### src/rtl/mic1_ctrl_pkg.sv
// Shared types and constants for the MIC-1 execution controller.
package mic1_ctrl_pkg;

  localparam int CNT_W     = 4;
  localparam int MPC_W_DEF = 9;

  typedef enum logic [2:0] {
    RST_SEQ,
    IDLE,
    RUN,
    STEP,
    HALTED
  } exec_state_t;

endpackage

### src/rtl/btn_edge_det.sv
// Registered rising-edge detector; resets high so a button held through reset never pulses.
module btn_edge_det #(
  parameter int WIDTH = 4
) (
  input  logic             clk,
  input  logic             resetn,
  input  logic [WIDTH-1:0] btn,
  output logic [WIDTH-1:0] pulse
);

  logic [WIDTH-1:0] btn_p0;

  always_ff @(posedge clk or negedge resetn) begin
    if (!resetn) btn_p0 <= '1;
    else         btn_p0 <= btn;
  end

  assign pulse = btn & ~btn_p0;

endmodule

### src/rtl/mic1_exec_ctrl.sv
// Front-panel execution controller for the MIC-1 datapath: run/step/stop/halt,
// MPC breakpoint, datapath clock-enable pulses and a multi-cycle datapath reset.
module mic1_exec_ctrl
  import mic1_ctrl_pkg::*;
#(
  parameter int MPC_W      = MPC_W_DEF,
  parameter int RUN_DIV    = 4,
  parameter int RST_CYCLES = 4
) (
  input  logic             clk,
  input  logic             resetn,
  input  logic             btn_run,
  input  logic             btn_step,
  input  logic             btn_stop,
  input  logic             btn_reset,
  input  logic             mic1_halt,
  input  logic [MPC_W-1:0] mpc,
  input  logic             bp_en,
  input  logic [MPC_W-1:0] bp_addr,
  output logic             mic1_ce,
  output logic             mic1_rst,
  output logic             led_idle,
  output logic             led_run_status,
  output logic             led_halt,
  output logic [3:0]       led_run_step,
  output logic             bp_hit
);

  localparam int DIV_W = (RUN_DIV > 1) ? $clog2(RUN_DIV) : 1;
  localparam int RC_W  = (RST_CYCLES > 1) ? $clog2(RST_CYCLES) : 1;
  localparam logic [DIV_W-1:0] DIV_LAST = DIV_W'(RUN_DIV - 1);
  localparam logic [RC_W-1:0]  RC_LOAD  = RC_W'(RST_CYCLES - 1);

  exec_state_t      state, state_nxt;
  logic [RC_W-1:0]  rst_cnt, rst_cnt_nxt;
  logic [DIV_W-1:0] div_cnt, div_cnt_nxt;
  logic [CNT_W-1:0] step_cnt, step_cnt_nxt;
  logic             bp_hit_nxt;
  logic             bp_skip, bp_skip_nxt;
  logic             ce;

  logic [3:0] pulse;
  logic       rst_p, stop_p, step_p, run_p;
  logic       bp_match, bp_stop;

  btn_edge_det #(.WIDTH(4)) u_edge (
    .clk    (clk),
    .resetn (resetn),
    .btn    ({btn_reset, btn_stop, btn_step, btn_run}),
    .pulse  (pulse)
  );

  // Only the highest-priority pulse in a cycle survives.
  assign rst_p  = pulse[3];
  assign stop_p = pulse[2] & ~pulse[3];
  assign step_p = pulse[1] & ~(|pulse[3:2]);
  assign run_p  = pulse[0] & ~(|pulse[3:1]);

  assign bp_match = bp_en & (mpc == bp_addr);
  assign bp_stop  = bp_match & ~bp_skip;

  always_ff @(posedge clk or negedge resetn) begin
    if (!resetn) begin
      state    <= RST_SEQ;
      rst_cnt  <= RC_LOAD;
      div_cnt  <= '0;
      step_cnt <= '0;
      bp_hit   <= 1'b0;
      bp_skip  <= 1'b0;
    end else begin
      state    <= state_nxt;
      rst_cnt  <= rst_cnt_nxt;
      div_cnt  <= div_cnt_nxt;
      step_cnt <= step_cnt_nxt;
      bp_hit   <= bp_hit_nxt;
      bp_skip  <= bp_skip_nxt;
    end
  end

  always_comb begin
    state_nxt    = state;
    rst_cnt_nxt  = rst_cnt;
    div_cnt_nxt  = div_cnt;
    step_cnt_nxt = step_cnt;
    bp_hit_nxt   = bp_hit;
    bp_skip_nxt  = bp_skip;
    ce           = 1'b0;

    case (state)
      RST_SEQ: begin
        if (rst_cnt == '0) begin
          state_nxt    = IDLE;
          step_cnt_nxt = '0;
          bp_hit_nxt   = 1'b0;
          div_cnt_nxt  = '0;
        end else begin
          rst_cnt_nxt = rst_cnt - RC_W'(1);
        end
      end
      IDLE: begin
        if (run_p) begin
          state_nxt   = RUN;
          bp_skip_nxt = 1'b1;
          div_cnt_nxt = '0;
          bp_hit_nxt  = 1'b0;
        end else if (step_p) begin
          state_nxt  = STEP;
          bp_hit_nxt = 1'b0;
        end
      end
      RUN: begin
        div_cnt_nxt = (div_cnt == DIV_LAST) ? '0 : div_cnt + DIV_W'(1);
        ce = (div_cnt == DIV_LAST) & ~mic1_halt & ~bp_stop;
        // The first microstep after resume clears the skip, re-arming the breakpoint.
        if (ce) bp_skip_nxt = 1'b0;
        if (mic1_halt) begin
          state_nxt = HALTED;
        end else if (bp_stop) begin
          state_nxt  = IDLE;
          bp_hit_nxt = 1'b1;
        end else if (stop_p) begin
          state_nxt = IDLE;
        end
      end
      STEP: begin
        ce        = 1'b1;
        state_nxt = IDLE;
      end
      HALTED: begin
        state_nxt = HALTED;
      end
      default: begin
        state_nxt = RST_SEQ;
      end
    endcase

    if (ce) step_cnt_nxt = step_cnt + CNT_W'(1);

    // Reset request overrides everything and restarts the reset sequence.
    if (rst_p) begin
      state_nxt   = RST_SEQ;
      rst_cnt_nxt = RC_LOAD;
    end
  end

  assign mic1_ce        = ce;
  assign mic1_rst       = (state == RST_SEQ);
  assign led_idle       = (state == IDLE);
  assign led_run_status = (state == RUN) || (state == STEP);
  assign led_halt       = (state == HALTED);
  assign led_run_step   = step_cnt;

endmodule
### config.mk
export PLATFORM = sky130hd
export DESIGN_NAME = mic1_exec_ctrl
export DESIGN_NICKNAME = d
export VERILOG_FILES = /design/src/rtl/mic1_ctrl_pkg.sv /design/src/rtl/btn_edge_det.sv /design/src/rtl/mic1_exec_ctrl.sv
export SDC_FILE = /design/constraint.sdc
export NUM_CORES = 1
export LEC_CHECK = 0
export CORE_MARGIN = 2
export CORE_UTILIZATION = 42
export DETAILED_ROUTE_END_ITERATION = 16
export GPL_TIMING_DRIVEN = 0
export MAX_ROUTING_LAYER = met4
export PLACE_DENSITY_LB_ADDON = 0.1
export SLEW_MARGIN = 10
export SYNTH_ARGS = -nofsm -noshare
export SYNTH_HDL_FRONTEND = slang
export SYNTH_SLANG_ARGS = --single-unit
### constraint.sdc
create_clock -name clk -period 2.5 [get_ports clk]
set_clock_uncertainty 0.05 [all_clocks]
set_input_delay 0.5 -clock clk [delete_from_list [all_inputs] [get_ports clk]]
set_output_delay 0.5 -clock clk [all_outputs]
set_load 0.01 [all_outputs]
Word-level counts from Yosys, hierarchy flattened
Cells that the tools add are included.
- bitwise gates (word level): 15
- $mul: 0
- reduce and logical (&&, ||, !) cells: 16
- multiplexer cells: 28
- divide/modulo/power cells: 0
- order comparisons: 0
- shifts and indexed selects: 0
- eq/ne operators: 16
- $add $sub $neg: 3
- operators with widths (operator ; number):
    $mux 3 ; 7
    $pmux 3 s5 ; 1
    $mux 2 ; 6
    $mux 4 ; 3
    $eq 9x9->1 ; 1
    $reduce_and 3->1 ; 3
    $ne 2x2->1 const B ; 4
    $reduce_bool 2->1 ; 4
    $and 1x1->1 ; 7
    $mux 1 ; 7
    $eq 3x2->1 const B ; 2
    $ne 3x1->1 const B ; 2
    $not 1->1 ; 6
    $pmux 2 s3 ; 1
    $ne 5x5->1 const B ; 1
    $reduce_and 5->1 ; 1
    $add 4x1->4 const B ; 1
    $and 4x4->4 ; 1
    $ne 2x1->1 const B ; 2
    $ne 4x1->1 const B ; 1
    $not 4->4 ; 1
    $pmux 1 s2 ; 2
    $reduce_and 2->1 ; 2
    $eq 3x1->1 const B ; 1
    11 further kinds ; 11
- bits of input ports: 26
- output and inout bits: 10
- logic and storage cells: 85
- register bits: 17
- bits in read-only memories: 0
- memories kept: 0
- bits in latches: 0
- memory bits (writable): 0

Longest topological paths before layout
- word-level depth: 9
- gate-level depth with buffers: 6
- gate-level depth less buffers: 6

Cells and area by module
A second synthesis with hierarchy kept.
- cells, all modules: 101
- area, all modules: 1061.0 um2
- modules (own cells, without submodules) (module ; cells each ; area each (um2) ; instances ; seq. area each (um2)):
    mic1_exec_ctrl ; 93 ; 900.9 ; 1 ; 327.8
    btn_edge_det ; 8 ; 160.2 ; 1 ; 105.1

Worst setup path after synthesis
OpenSTA, ideal clock, no wires.
- path kind: register -> output
- start point: register state[2]
- end point: output mic1_ce
- data arrival time: 1201 ps
- buffers on the path: 0
- stages on the path, launching flop included: 5
- setup slack: 749 ps
- data required time: 1950 ps
- cells stage by stage: dfrtp_1 nand2b_1 inv_1 a22oi_1 nand2_1
- longest elaborated chain between the ends: 2
- elaborated cells between the ends (all ways): 3
- classes of those cells: eq/ne (2); mux (1)
- ends and longest elaborated chain (what ; RTL line ; source):
    start: declaration ; mic1_exec_ctrl.sv:34 ; exec_state_t state, state_nxt;
    start signal: assignment ; mic1_exec_ctrl.sv:71 ; state <= state_nxt;
    $eq 3x2->1 ; mic1_exec_ctrl.sv:89 ; case (state)
    $pmux 1 s2 * ; mic1_exec_ctrl.sv:89 ;
    end: declaration ; mic1_exec_ctrl.sv:20 ; output logic mic1_ce,
Mark *: on every way between the ends. The rest lies on a longest branch, timed or not.

Worst setup path after layout
- start point: input bp_addr[3]
- end point: output mic1_ce
- longest elaborated chain between the ends: 6
- ends and longest elaborated chain (what ; RTL line ; source):
    start: declaration ; mic1_exec_ctrl.sv:19 ; input logic [MPC_W-1:0] bp_addr,
    $eq 9x9->1 ; mic1_exec_ctrl.sv:59 ; assign bp_match = bp_en & (mpc == bp_addr);
    $and 1x1->1 ; mic1_exec_ctrl.sv:59 ;
    $and 1x1->1 ; mic1_exec_ctrl.sv:60 ; assign bp_stop = bp_match & ~bp_skip;
    $not 1->1 ; mic1_exec_ctrl.sv:113 ; ce = (div_cnt == DIV_LAST) & ~mic1_halt & ~bp_stop;
    $and 1x1->1 ; mic1_exec_ctrl.sv:113 ;
    $pmux 1 s2 ; mic1_exec_ctrl.sv:89 ;
No other way between the ends.

==> run metrics <==
cts hold-fix bufs=0; Crit path max-delay family=buffers and inverters; register share of total power=34.5%; Total Power=1.22 mW; worst path cell trace=clkdlybuf4s50_1 -> xnor2_1 -> nand4_1 -> o21ai_2 -> nand2_2 -> clkdlybuf4s15_1; synthesized cell area=1040 sq um; max_slew headroom=47.8%; most common cell after layout, fill and taps aside=clkdlybuf4s50_1; Post-Synth Adder-Cell Area=3.61%; Clk pin slew, worst setup/hold paths=0.09 ns; total die area=2890 sq um; per-cell routed wire length=12.5 um; min setup slack post-route=0.0990 ns; most frequent cells in the layout=34 x clkdlybuf4s50_1, 11 x dfrtp_1, 10 x xnor2_1, 9 x nand2_1, 8 x nand2b_1; status=finished, final reports clean; TritonCTS clock tree=built; Syn Area/Cell=10.0 sq um; internal power=0.769 mW; sequential share of the synthesized area=41.6%; clk root buf=clkbuf_4; Final nets=176; WHS=0.460 ns; Vias/cell=5.24; fin crit period=2.40 ns; clk sinks=17; largest net degree at the start of global routing=18; hold path depth=2; fill count=210; port bufs=35; CTS buffer count=3; Post-DRT Antenna Nets=0; Switching Share=36.9%; pwr/cell area=815 nW/um^2; Synth Area in Simple Gates=24.3%; Synth cell types=36; wirelength, routed=2190 um; Fin. Hold Viols=0; reg2reg start=state[0]; Final Wtd Congestion=0.736; Critical Path Sink Type=output pin; CTS max path bufs=2; unrepaired setup endpoints after global routing=no; # rows=18; crit path max fanout=4; first-pass GRT wire length=3480 um; min-delay src=bp_hit; Core Box Area=2410 sq um; antenna violations before repair=0; Buf+Inv Stages, Crit Path=2; Clock Power Share=12.5%; die height=53.8 um; commonest register cell after synthesis=dfrtp_1; via count=923; Post-Syn Instances=104; MaxCap Viol Count=0; Tcrit/Tclk final=96.0%; DPL Wire Length=1720 um; vias in the first global route=893; reg2reg path depth=6; Slew @ Worst Pin=0.780 ns; post-synthesis mux area share=0.963%; gr usage total=17.2%; maximum clock rate=417 MHz; drt drc=0; slowest cell on the critical path=clkdlybuf4s50_1; kind of critical path=in -> out; htree depth=1; Worst EP required=1.95 ns; first drt pass iteration count=4; Post-synth EDFFs=0; area of the multi-input gates=589 sq um; Final Setup Violations=0; CP Launch Type=primary input; Slew Viols, Final=0; area taken by flip-flops and latches=433 sq um; Setup WS pre-CTS=-0.354 ns; Ys Warns=0; initial core utilization=43.1%; io pins=36; Peak VDD IR=0.641 mV; Synth Register Bits=17; synthesis-to-layout area growth=43.7%; Async SR Flop Fraction=100%; Core Util, Final=62.0%; CP Data Arrival Time=1.85 ns; crit-path max cell delay=0.48 ns; Synth Area in XOR/XNOR=8.42%; power share of the combinational group=53.0%; Iteration-0 DRC Markers=7; die width=53.8 um; Worst Hold End=bp_hit; clk_lat worst skew=0.31 ns; worst hold path class=reg -> reg; Sw Pwr=0.449 mW; GRT overflow=0; Pleak=0.596 nW; R2R Path End=state[0]; share of cells above drive strength 1=19.2%; main combinational cell family by area after synthesis=simple AND/OR/NAND/NOR gates; post-route setup TNS=0 ns; R2R setup slack=0.61 ns; Compound-Gate Fraction of Synth Area=17.8%; synthesized net count=133; antenna fix cells=0
Yosys cell counts (2+ instances only):
| library cell | n | area share, % |
|---|---|---|
| a211oi_1 | 2 | 1.4 |
| nor2b_1 | 2 | 1.2 |
| o211ai_1 | 2 | 1.4 |
| o21ai_0 | 2 | 0.96 |
| a21oi_1 | 4 | 1.9 |
| nand3_1 | 2 | 0.96 |
| xnor2_1 | 10 | 8.4 |
| nand2b_1 | 8 | 4.8 |
| inv_1 | 3 | 1.1 |
| nor3_1 | 3 | 1.4 |
| dfstp_2 | 6 | 15 |
| and2b_2 | 3 | 2.5 |
| nor2_1 | 5 | 1.8 |
| ha_1 | 3 | 3.6 |
| a22o_1 | 4 | 3.4 |
| buf_6 | 2 | 2.2 |
| dfrtp_1 | 11 | 26 |
| nand2_1 | 10 | 3.6 |
| o21ai_1 | 3 | 1.4 |
| nand4_1 | 3 | 1.8 |
worst register-to-register path: stages (launching register included):
cell,delay (ns)
dfrtp_1,0.38
buf_6,0.14
nor3b_4,0.38
o41ai_2,0.20
a2111oi_1,0.40
o21ai_1,0.12
o21ai_1,0.15
stage by stage:
| stage | instance area, sq um | std cells |
|---|---|---|
| global placement | 1430 | 169 |
| finish | 1490 | 176 |
| global route | 1490 | 176 |
| CTS | 1490 | 175 |
| detailed placement | 1430 | 169 |
| floorplan | 1040 | 104 |
power groups by stage:
stage / sequential, mW / combinational (mW) / clock (mW)
after floorplan: 0.428 / 0.394 / 0
final: 0.420 / 0.645 / 0.153
after global placement: 0.420 / 0.617 / 0
after detailed placement: 0.425 / 0.632 / 0
after CTS: 0.420 / 0.649 / 0.157
after global routing: 0.431 / 0.718 / 0.167
logic make-up (layout without fill, tap and decap cells):
logic type               after synthesis  in the layout
adder cells (fa/ha/maj)                3              3
XOR/XNOR                              10             10
multiplexers                           1              1
flip-flops                            17             17
AO/OA/AOI/OAI                         25             25
AND/OR/NAND/NOR                       43             43
buffers and inverters                  5             47
flip-flops by register name, summed over array words and instances (netlist names):
register / count
u_edge.btn_p0: 4
state: 3
div_cnt: 2
bp_hit: 1
bp_skip: 1
led_run_step: 4
rst_cnt: 2
per-layer routing:
layer | share of wire [%] | GRT usage [%] | vias up
met2 | 46 | 28.9 | 31
met1 | 42 | 18.9 | 427
met3 | 11 | 4.72 | 4
li1 | - | - | 461
met4 | 1.3 | 7.69 | 0
met5 | 0 | - | -
how the worst max path moves through the flow:
stage	slack, ns	to	startpoint	depth (start not counted)
after floorplan	0.75	mic1_ce	state[2]	4
after global placement	-0.34	mic1_ce	bp_addr[2]	6
after detailed placement	-0.35	mic1_ce	bp_addr[2]	6
after CTS	0.06	mic1_ce	mpc[6]	6
after global routing	0.01	mic1_ce	mpc[6]	6
final	0.1	mic1_ce	bp_addr[3]	6
what timing repair did:
item | in CTS | in global routing
endpoints found under the setup margin | 1 | 1
gates resized for setup | 5 | 1
pin swaps | 4 | 2
setup buffers | 2 | 1
final cells by class:
cell class                      count  share of cell area [%]
Multi-Input combinational cell     82                    39.4
Timing Repair Buffer               38                    25.0
Inverter                            3                   0.754
Clock inverter                      1                   0.335
Sequential cell                    17                    29.0
Buffer                              2                    1.51
Tap cell                           30                    2.51
Clock buffer                        3                    1.51
No activity file was read; power rests on OpenSTA's default activity.
